File: config.mk
export PLATFORM = sky130hd
export DESIGN_NAME = axil_processor_bridge
export DESIGN_NICKNAME = d
export VERILOG_FILES = /design/src/rtl/axil_processor_bridge_pkg.sv /design/src/rtl/axil_region_decode.sv /design/src/rtl/axil_processor_bridge.sv
export SDC_FILE = /design/constraint.sdc
export NUM_CORES = 1
export LEC_CHECK = 0
export BUFFER_PORTS_ARGS = -buffer_cell sky130_fd_sc_hd__buf_2
export CAP_MARGIN = 15
export CORE_MARGIN = 1.5
export CORE_UTILIZATION = 40
export DETAILED_ROUTE_END_ITERATION = 12
export GPL_ROUTABILITY_DRIVEN = 0
export PLACE_DENSITY = 0.77
export REMOVE_ABC_BUFFERS = 1
export SKIP_LAST_GASP = 1
export SYNTH_ARGS = -nofsm -noshare
export SYNTH_HDL_FRONTEND = slang
export SYNTH_SLANG_ARGS = --single-unit
File: constraint.sdc
create_clock -name CLK -period 4.2 [get_ports CLK]
set_input_delay 0.21 -clock CLK [delete_from_list [all_inputs] [get_ports CLK]]
set_output_delay 0.21 -clock CLK [all_outputs]
set_load 0.05 [all_outputs]
File: src/rtl/axil_processor_bridge_pkg.sv
// Shared widths, region codes and response codes
// for the AXI4-Lite to processor bridge.
package axil_processor_bridge_pkg;

  localparam int DATA_WIDTH = 32;
  localparam int ADDR_WIDTH = 10;
  localparam int OP_WIDTH   = 8;

  localparam logic [1:0] RESP_OKAY   = 2'b00;
  localparam logic [1:0] RESP_SLVERR = 2'b10;

  typedef enum logic [2:0] {
    RGN_NONE,
    REG_CTRL,
    REG_STATUS,
    RGN_A,
    RGN_B,
    RGN_RES,
    RGN_OP
  } region_t;

  typedef enum logic [2:0] {
    IDLE,
    W_ACC,
    W_EXEC,
    W_RESP,
    R_ACC,
    R_MEM,
    R_WAIT,
    R_RESP
  } state_t;

endpackage

File: src/rtl/axil_region_decode.sv
// Maps a bus address and access kind onto a
// bridge region, a word index and a legality flag.
module axil_region_decode
  import axil_processor_bridge_pkg::*;
#(
  parameter int AW = 16
) (
  input  logic [AW-1:0]         addr,
  input  logic                  wr,
  output region_t               region,
  output logic [ADDR_WIDTH-1:0] index,
  output logic                  legal
);

  logic [3:0]  rgn;
  logic [11:0] off;

  assign rgn = addr[15:12];
  assign off = addr[11:0];

  // A/B/op are write-only, STATUS is read-only
  always_comb begin
    region = RGN_NONE;
    legal  = 1'b0;
    index  = addr[ADDR_WIDTH+1:2];
    unique case (1'b1)
      (rgn == 4'h0) && (off == 12'h000): begin
        region = REG_CTRL;
        legal  = 1'b1;
      end
      (rgn == 4'h0) && (off == 12'h004): begin
        region = REG_STATUS;
        legal  = !wr;
      end
      (rgn == 4'h1): begin
        region = RGN_A;
        legal  = wr;
      end
      (rgn == 4'h2): begin
        region = RGN_B;
        legal  = wr;
      end
      (rgn == 4'h3): begin
        region = RGN_RES;
        legal  = 1'b1;
      end
      (rgn == 4'h4): begin
        region = RGN_OP;
        legal  = wr;
      end
      default: ;
    endcase
  end

endmodule

File: src/rtl/axil_processor_bridge.sv
// AXI4-Lite slave driving processor memory loads,
// op loads, run start and result readback.
module axil_processor_bridge
  import axil_processor_bridge_pkg::*;
#(
  parameter int S_AXI_ADDR_WIDTH = 16,
  parameter int S_AXI_DATA_WIDTH = 32
) (
  input  logic                          CLK,
  input  logic                          RST,
  input  logic [S_AXI_ADDR_WIDTH-1:0]   s_axi_awaddr,
  input  logic                          s_axi_awvalid,
  output logic                          s_axi_awready,
  input  logic [S_AXI_DATA_WIDTH-1:0]   s_axi_wdata,
  input  logic [S_AXI_DATA_WIDTH/8-1:0] s_axi_wstrb,
  input  logic                          s_axi_wvalid,
  output logic                          s_axi_wready,
  output logic [1:0]                    s_axi_bresp,
  output logic                          s_axi_bvalid,
  input  logic                          s_axi_bready,
  input  logic [S_AXI_ADDR_WIDTH-1:0]   s_axi_araddr,
  input  logic                          s_axi_arvalid,
  output logic                          s_axi_arready,
  output logic [S_AXI_DATA_WIDTH-1:0]   s_axi_rdata,
  output logic [1:0]                    s_axi_rresp,
  output logic                          s_axi_rvalid,
  input  logic                          s_axi_rready,
  output logic [DATA_WIDTH-1:0]         data_o,
  output logic [ADDR_WIDTH-1:0]         addr_data_o,
  output logic                          ena_data_a_o,
  output logic                          wea_data_a_o,
  output logic                          ena_data_b_o,
  output logic                          wea_data_b_o,
  output logic                          ena_data_result_o,
  output logic                          wea_data_result_o,
  input  logic [DATA_WIDTH-1:0]         data_i,
  output logic [OP_WIDTH-1:0]           op_o,
  output logic [ADDR_WIDTH-1:0]         addr_op_o,
  output logic                          ena_op_o,
  output logic                          wea_op_o,
  output logic                          start_o,
  input  logic                          done_i
);

  state_t                        state;
  logic [S_AXI_ADDR_WIDTH-1:0]   addr_q;
  logic [S_AXI_DATA_WIDTH-1:0]   wdata_q;
  logic [S_AXI_DATA_WIDTH/8-1:0] strb_q;
  logic                          done;
  logic                          last_rd;

  region_t               region;
  logic [ADDR_WIDTH-1:0] index;
  logic                  legal;
  logic                  is_mem;
  logic                  wr_req;
  logic                  rd_req;

  assign wr_req = s_axi_awvalid && s_axi_wvalid;
  assign rd_req = s_axi_arvalid;
  assign is_mem = region inside {RGN_A, RGN_B, RGN_RES, RGN_OP};

  axil_region_decode #(
    .AW(S_AXI_ADDR_WIDTH)
  ) u_decode (
    .addr  (addr_q),
    .wr    (state == W_ACC),
    .region(region),
    .index (index),
    .legal (legal)
  );

  // Transaction FSM, run/done flags and all registered outputs
  always_ff @(posedge CLK) begin
    if (!RST) begin
      state             <= IDLE;
      addr_q            <= '0;
      wdata_q           <= '0;
      strb_q            <= '0;
      done              <= 1'b0;
      last_rd           <= 1'b1;
      s_axi_awready     <= 1'b0;
      s_axi_wready      <= 1'b0;
      s_axi_bresp       <= RESP_OKAY;
      s_axi_bvalid      <= 1'b0;
      s_axi_arready     <= 1'b0;
      s_axi_rdata       <= '0;
      s_axi_rresp       <= RESP_OKAY;
      s_axi_rvalid      <= 1'b0;
      data_o            <= '0;
      addr_data_o       <= '0;
      ena_data_a_o      <= 1'b0;
      wea_data_a_o      <= 1'b0;
      ena_data_b_o      <= 1'b0;
      wea_data_b_o      <= 1'b0;
      ena_data_result_o <= 1'b0;
      wea_data_result_o <= 1'b0;
      op_o              <= '0;
      addr_op_o         <= '0;
      ena_op_o          <= 1'b0;
      wea_op_o          <= 1'b0;
      start_o           <= 1'b0;
    end else begin
      unique case (state)
        IDLE: begin
          if (wr_req && (!rd_req || last_rd)) begin
            addr_q        <= s_axi_awaddr;
            wdata_q       <= s_axi_wdata;
            strb_q        <= s_axi_wstrb;
            s_axi_awready <= 1'b1;
            s_axi_wready  <= 1'b1;
            last_rd       <= 1'b0;
            state         <= W_ACC;
          end else if (rd_req) begin
            addr_q        <= s_axi_araddr;
            s_axi_arready <= 1'b1;
            last_rd       <= 1'b1;
            state         <= R_ACC;
          end
        end
        W_ACC: begin
          s_axi_awready <= 1'b0;
          s_axi_wready  <= 1'b0;
          s_axi_bresp   <= RESP_OKAY;
          state         <= W_EXEC;
          if (!legal ||
              (is_mem && ((strb_q != '1) || start_o))) begin
            s_axi_bresp <= RESP_SLVERR;
          end else begin
            case (region)
              REG_CTRL: begin
                if (wdata_q[0] && !start_o) begin
                  start_o <= 1'b1;
                  done    <= 1'b0;
                end
                if (wdata_q[1]) done <= 1'b0;
              end
              RGN_A: begin
                ena_data_a_o <= 1'b1;
                wea_data_a_o <= 1'b1;
                addr_data_o  <= index;
                data_o       <= wdata_q[DATA_WIDTH-1:0];
              end
              RGN_B: begin
                ena_data_b_o <= 1'b1;
                wea_data_b_o <= 1'b1;
                addr_data_o  <= index;
                data_o       <= wdata_q[DATA_WIDTH-1:0];
              end
              RGN_RES: begin
                ena_data_result_o <= 1'b1;
                wea_data_result_o <= 1'b1;
                addr_data_o       <= index;
                data_o            <= wdata_q[DATA_WIDTH-1:0];
              end
              RGN_OP: begin
                ena_op_o  <= 1'b1;
                wea_op_o  <= 1'b1;
                addr_op_o <= index;
                op_o      <= wdata_q[OP_WIDTH-1:0];
              end
              default: ;
            endcase
          end
        end
        W_EXEC: begin
          ena_data_a_o      <= 1'b0;
          wea_data_a_o      <= 1'b0;
          ena_data_b_o      <= 1'b0;
          wea_data_b_o      <= 1'b0;
          ena_data_result_o <= 1'b0;
          wea_data_result_o <= 1'b0;
          ena_op_o          <= 1'b0;
          wea_op_o          <= 1'b0;
          s_axi_bvalid      <= 1'b1;
          state             <= W_RESP;
        end
        W_RESP: begin
          if (s_axi_bready) begin
            s_axi_bvalid <= 1'b0;
            state        <= IDLE;
          end
        end
        R_ACC: begin
          s_axi_arready <= 1'b0;
          if (!legal || ((region == RGN_RES) && start_o)) begin
            s_axi_rdata  <= '0;
            s_axi_rresp  <= RESP_SLVERR;
            s_axi_rvalid <= 1'b1;
            state        <= R_RESP;
          end else if (region == RGN_RES) begin
            ena_data_result_o <= 1'b1;
            wea_data_result_o <= 1'b0;
            addr_data_o       <= index;
            state             <= R_MEM;
          end else begin
            s_axi_rdata  <= S_AXI_DATA_WIDTH'({done, start_o});
            s_axi_rresp  <= RESP_OKAY;
            s_axi_rvalid <= 1'b1;
            state        <= R_RESP;
          end
        end
        R_MEM: begin
          ena_data_result_o <= 1'b0;
          state             <= R_WAIT;
        end
        R_WAIT: begin
          s_axi_rdata  <= S_AXI_DATA_WIDTH'(data_i);
          s_axi_rresp  <= RESP_OKAY;
          s_axi_rvalid <= 1'b1;
          state        <= R_RESP;
        end
        R_RESP: begin
          if (s_axi_rready) begin
            s_axi_rvalid <= 1'b0;
            state        <= IDLE;
          end
        end
        default: state <= IDLE;
      endcase
      if (start_o && done_i) begin
        start_o <= 1'b0;
        done    <= 1'b1;
      end
    end
  end

endmodule

==> flow_summary_export.csv, run 1 <==
group,metric,value,unit
yosys,synth_warnings,0,
routing,route.detailed.drc,0,
cells_and_area,mostFrequentLayoutCells,"215 x buf_2, 161 x dfxtp_1, 146 x nand2_1",
floorplan,io_pins,218,
yosys,synth_edf_count,0,
yosys,synthArstFlopShare,0,
routing,drt_iter0_markers,324,
placement,port-buffer-count,215,
cells_and_area,layout_commonest_cell,"buf_2",
yosys,synth_top_family_by_area,"simple AND/OR/NAND/NOR gates",
timing,period_needed,2820,ps
routing,first_pass_iters,4,
cells_and_area,layout.nets,1057,
timing,timing.hold.ws,26.2,ps
yosys,ys_types,49,
yosys,synth_xor_area_frac,0.00134,
yosys,syn_area,0.00653,sq mm
power,p_leak,3.55,nW
timing,final-max-slew-violation-count,0,
worst_hold_path,min_from,"s_axi_wdata[21]",
floorplan,core_region_area,0.0159,sq mm
yosys,synth_top_cell_by_area,"dfxtp_1",
clocking,clock_sinks,161,
setup_path,cp.arrival,3150,ps
power,p_per_area,474,mW/mm^2
cells_and_area,seq_area,0.00322,sq mm
yosys,synth-simple-area-share,0.270,
grt,grt_overflow,0,
floorplan,start_util,0.410,
setup_path,reg2regPathDepth,7,
setup_path,worstSetupEndpointType,"flop",
worst_hold_path,worstHoldPathType,"in -> reg",
yosys,synthAdderAreaFrac,0,
timing,hold_viol,0,
grt,grt_pass1_wl,24.4,mm
setup_path,r2r_end,"data_o[31]",
yosys,yosysTopAreaCellShare,0.494,
cells_and_area,antenna_cells,0,
routing,num_vias,5743,
timing,worst_pin_slew,1070,ps
timing,finalSetupViolCount,0,
worst_hold_path,whs_endpoint,"wdata_q[21]",
power,p_total,3.92,mW
timing,fin_skew,6.58,ps
grt,globalRouteTotalUtil,0.184,
floorplan,dieArea,0.0171,sq mm
yosys,synth_flop_cell,"dfxtp_1",
placement,place_ws,1380,ps
clocking,hold_buffers,0,
clocking,cts_resized,0,
routing,routed_wl,16.0,mm
run,cap_viol_max_count,0,
grt,antenna_found_initial,0,
timing,fin_tns_setup,0,ps
clocking,htree_levels,4,
routing,via_per_inst,4.88,
yosys,synth_seq_cells,161,
placement,dp_hpwl,10.8,mm
grt,grt_max_degree,65,
cells_and_area,fill_cells,1524,
setup_path,reg2reg_slack,1380,ps
cells_and_area,drive_gt1_frac,0.310,
timing,rsz0062_at_grt,"no",
clocking,clkLatencyLatePin,420,ps
routing,wl_per_cell,13.6,um
floorplan,die_x,131,um
yosys,postSynthAreaPerCell,8.48,sq um
yosys,synth_compound_area_frac,0.140,
grt,grt_pass1_vias,4970,
yosys,synthMuxAreaShare,0.0420,
clocking,clkSlewWorstSetupHoldPaths,60,ps
yosys,netlist_top_cells_area,"dfxtp_1 49%, nand2_1 8.4%, a21oi_1 6.7%",
yosys,netlist_instances,770,
clocking,clock_path_buffers,2,
yosys,seq_area_frac_synth,0.494,
clocking,postCtsSetupBuffers,0,
timing,setup_slack,1380,ps
setup_path,crit_type,"reg -> reg",
setup_path,cp_max_fo,64,
clocking,cts_tree,"built",
setup_path,r2r-start,"state[0]",
cells_and_area,multiInputGateArea,0.00299,sq mm
timing,max_slew_margin,0.287,
clocking,cts_made_buffers,17,
setup_path,worstPathRequired,4530,ps
run_status,status,"completed",
timing,fmax,0.355,GHz
cells_and_area,syn_to_final_growth,26.7,%
setup_path,cp-start-kind,"flop",
timing,period_share,0.671,
floorplan,std_cell_rows,46,
worst_hold_path,hold_depth,3,
clocking,clockRootBuffer,"clkbuf_16",
routing,drt.antenna.violating_nets,0,
floorplan,fp.dieH,131,um
power,ir_drop,282,uV
==> layout make-up <==
class,count,share of cell area
Clock inverter,9,0.0157
Timing Repair Buffer,225,0.140
Sequential cell,161,0.389
Tap cell,216,0.0327
Multi-Input combinational cell,537,0.361
Inverter,7,0.00348
Clock buffer,23,0.0577
==> state kept, by name, summed over array words and instances (netlist names) <==
| register | flops |
|---|---|
| addr_op_o | 10 |
| s_axi_bresp | 1 |
| s_axi_wready | 1 |
| s_axi_rresp | 1 |
| addr_q | 16 |
| wea_data_b_o | 1 |
| state | 3 |
| strb_q | 4 |
| start_o | 1 |
| wdata_q | 32 |
| op_o | 8 |
| s_axi_rvalid | 1 |
| wea_op_o | 1 |
| s_axi_arready | 1 |
| ena_data_result_o | 1 |
| data_o | 32 |
| wea_data_a_o | 1 |
| wea_data_result_o | 1 |
| s_axi_rdata | 32 |
| done | 1 |
| addr_data_o | 10 |
| last_rd | 1 |
| s_axi_bvalid | 1 |
==> synth_stat cells (all sizes together) (5+ instances only) <==
library cell	count
nor4	5
nor2	61
nor3	35
o21ai	29
a211oi	17
nand2	146
nand3	53
nor2b	35
a21oi	89
mux2i	27
clkbuf	41
buf	25
inv	7
dfxtp	161
==> logic make-up (layout without fill, tap and decap cells) <==
logic type / count (synthesis) / after routing
xor+xnor: 1 / 1
simple gates: 352 / 352
mux: 27 / 27
buf+inv: 73 / 264
other cells: 1 / 2
flops: 161 / 161
compound gates: 155 / 155
==> worst max-delay path by stage <==
stage,start,to
after floorplan,addr_q[15],addr_data_o[0]
after global placement,state[0],data_o[25]
after detailed placement,state[0],data_o[31]
after CTS,state[0],data_o[31]
after global routing,state[0],data_o[31]
final,state[0],data_o[31]
==> report_power, final <==
group | switching, mW | total [mW] | internal, mW
combinational | 0.420 | 0.631 | 0.211
sequential | 0.0900 | 1.71 | 1.62
clock | 0.598 | 1.58 | 0.981
==> worst max-delay path: stages, from the launching register on <==
cell	delay, ps
dfxtp_1	600
nor3b_4	630
o2111ai_2	300
a21oi_1	320
o2111ai_4	120
buf_4	350
nor2b_1	210
nor3_1	180
==> metal layers <==
layer	GRT usage	vias to the layer above	part of all wire
met5	0	-	0
met4	0.0646	0	0.014
met3	0.0566	19	0.064
met2	0.303	167	0.48
met1	0.228	2592	0.44
li1	-	2965	-
==> stage by stage <==
stage	instances	area [sq um]	util
2_1_floorplan	705	6220	-
3_3_place_gp	1145	7650	0.480
3_5_place_dp	1145	7650	0.480
4_1_cts	1177	8260	0.518
5_1_grt	1178	8280	0.519
6_report	1178	8280	0.519
(Power assumes the default switching activity.)
==> inputs of run 2 (changes only) <==
--- a/config.mk
+++ b/config.mk
@@ -11,7 +11,7 @@
 export CORE_UTILIZATION = 40
 export DETAILED_ROUTE_END_ITERATION = 12
 export GPL_ROUTABILITY_DRIVEN = 0
-export PLACE_DENSITY = 0.77
+export PLACE_DENSITY = 0.79
 export REMOVE_ABC_BUFFERS = 1
 export SKIP_LAST_GASP = 1
 export SYNTH_ARGS = -nofsm -noshare
==> constraint.sdc (replaced) <==
create_clock -name CLK -period 2.37 [get_ports CLK]
set_input_delay 0.1185 -clock CLK [delete_from_list [all_inputs] [get_ports CLK]]
set_output_delay 0.1185 -clock CLK [all_outputs]
set_load 0.05 [all_outputs]
==> run 2 against run 1 <==
  * Clock skew is 0.66 ps higher
  * Worst hold slack worse by 0.64 ps
  * Final cell count is 7.4% higher
  * First-iteration DRC count is 44% lower
  * Fmax is 29% higher
  * Critical path type unchanged
  * Largest power group unchanged
  * Highest routed layer unchanged
==> flow_summary_export.csv, run 2 (same netlist as run 1, synthesis figures left out) <==
group,metric,value,unit
power,p_total,7.09,mW
grt,grt_max_degree,65,
clocking,cts_tree,"built",
setup_path,slowest_stage,"nor4b_4",
placement,port-buffer-count,215,
routing,via_per_inst,4.90,
timing,rsz0062_at_grt,"no",
grt,grt_pass1_vias,5746,
clocking,clock_sinks,161,
routing,drt_iter0_markers,183,
placement,place_ws,147,ps
timing,final-max-slew-violation-count,0,
setup_path,crit_type,"reg -> reg",
cells_and_area,reg_top3,"data_o (32), s_axi_rdata (32), wdata_q (32)",
timing,period_needed,2180,ps
routing,routed_wl,17.8,mm
cells_and_area,layout.nets,1142,
setup_path,cp_top_family,"simple AND/OR/NAND/NOR gates",
setup_path,worstPathRequired,2700,ps
floorplan,start_util,0.410,
timing,finalSetupViolCount,0,
floorplan,io_pins,218,
placement,dp_hpwl,11.3,mm
power,p_leak,3.94,nW
placement,post_dp_cell_area,0.00783,sq mm
routing,drt.antenna.violating_nets,0,
setup_path,critPathBufInv,2,
setup_path,worstSetupEndpointType,"flop",
run,cap_viol_max_count,0,
power,p_per_area,776,mW/mm^2
grt,grt_pass1_wl,27.2,mm
timing,fmax,0.458,GHz
worst_hold_path,worstHoldPathType,"in -> reg",
timing,setup_slack,186,ps
floorplan,dieArea,0.0171,sq mm
routing,wl_per_cell,14.1,um
clocking,clkSlewWorstSetupHoldPaths,60,ps
power,ir_drop,497,uV
cells_and_area,layout_commonest_cell,"buf_2",
grt,antenna_found_initial,0,
timing,worst_pin_slew,723,ps
floorplan,core_region_area,0.0159,sq mm
routing,num_vias,6194,
setup_path,cp.arrival,2510,ps
run_status,status,"completed",
timing,max_slew_margin,0.518,
routing,route.detailed.drc,0,
setup_path,reg2reg_slack,190,ps
clocking,clockRootBuffer,"clkbuf_16",
cells_and_area,drive_gt1_frac,0.302,
setup_path,slowest_delay,360,ps
clocking,cts_made_buffers,17,
floorplan,fp.dieH,131,um
timing,timing.hold.ws,25.6,ps
setup_path,cp-start-kind,"flop",
clocking,clkLatencyLatePin,420,ps
cells_and_area,design_area,0.00913,sq mm
grt,globalRouteTotalUtil,0.206,
timing,hold_viol,0,
cells_and_area,mostFrequentLayoutCells,"215 x buf_2, 161 x dfxtp_1, 146 x nand2_1",
setup_path,cp_max_fo,64,
clocking,htree_levels,4,
floorplan,die_x,131,um
cells_and_area,finish.utilization,0.573,
grt,grt_overflow,0,
cells_and_area,syn_to_final_growth,39.8,%
routing,first_pass_iters,4,
floorplan,std_cell_rows,46,
clocking,clock_path_buffers,2,
timing,period_share,0.922,
setup_path,worstPathCellList,"buf_4, nor4b_4, a21oi_2, mux2i_2, o2111ai_4, buf_12, nor2b_1, nor3_1",
timing,fin_skew,7.24,ps
-- run 2: cell types whose count changed in the layout (fill, tap and decap cells not counted), sizes merged --
cell,change
buf,+17
clkbuf,-1
clkinv,+3
clkinvlp,-2
diode,+2
dlygate4sd3,+68
-- run 2: path summary, 6_finish.rpt --
path                                    start             to  cells after the start
worst max register to register     addr_q[12]     data_o[31]                      8
worst min-delay path            s_axi_arvalid  s_axi_arready                      3
worst max-delay path               addr_q[12]     data_o[31]                      8
worst min register to register      strb_q[1]      strb_q[1]                      2
-- run 2: what timing repair did --
item,4_1_cts,5_1_grt
hold buffers,68,0
buffers inserted,0,1
hold endpoints to repair,68,0
setup endpoints to repair,0,11
resized for setup,0,1
-- run 2: final cells by class --
class                   instances  area (sq um)
well taps                     216           270
flip-flops and latches        161          3220
clock buffers                  22           464
clock inverters                10           134
inverters                       7          28.8
repair buffers                310          2010
multi-input cells             537          2990
diodes                          2          5.00
fillers                      1425          6820
-- run 2: power by group --
part	leakage (nW)	total [mW]	internal [mW]	switching [mW]
registers	1.31	3.00	2.87	0.128
clock network	0.290	2.78	1.71	1.07
logic	2.34	1.31	0.499	0.815
total	3.94	7.09	5.08	2.01
-- run 2: layer usage --
metal / vias up / GRT usage / part of all wire
li1: 3141 / - / -
met1: 2806 / 0.238 / 0.42
met2: 200 / 0.356 / 0.49
met3: 47 / 0.0472 / 0.045
met4: 0 / 0.111 / 0.036
met5: - / 0 / 0
-- run 2: through the flow --
| step | TNS, ps | cells |
|---|---|---|
| 3_5_place_dp | 0 | 1162 |
| 4_1_cts | 0 | 1262 |
| 5_1_grt | 0 | 1263 |
| 2_1_floorplan | -76950 | 705 |
| 6_report | 0 | 1265 |
| 3_3_place_gp | 0 | 1162 |
-- run 2: worst reg2reg max path, stage by stage (launching register included) --
cell	delay [ps]
dfxtp_1	330
buf_4	170
nor4b_4	360
a21oi_2	90
mux2i_2	360
o2111ai_4	180
buf_12	210
nor2b_1	210
nor3_1	190
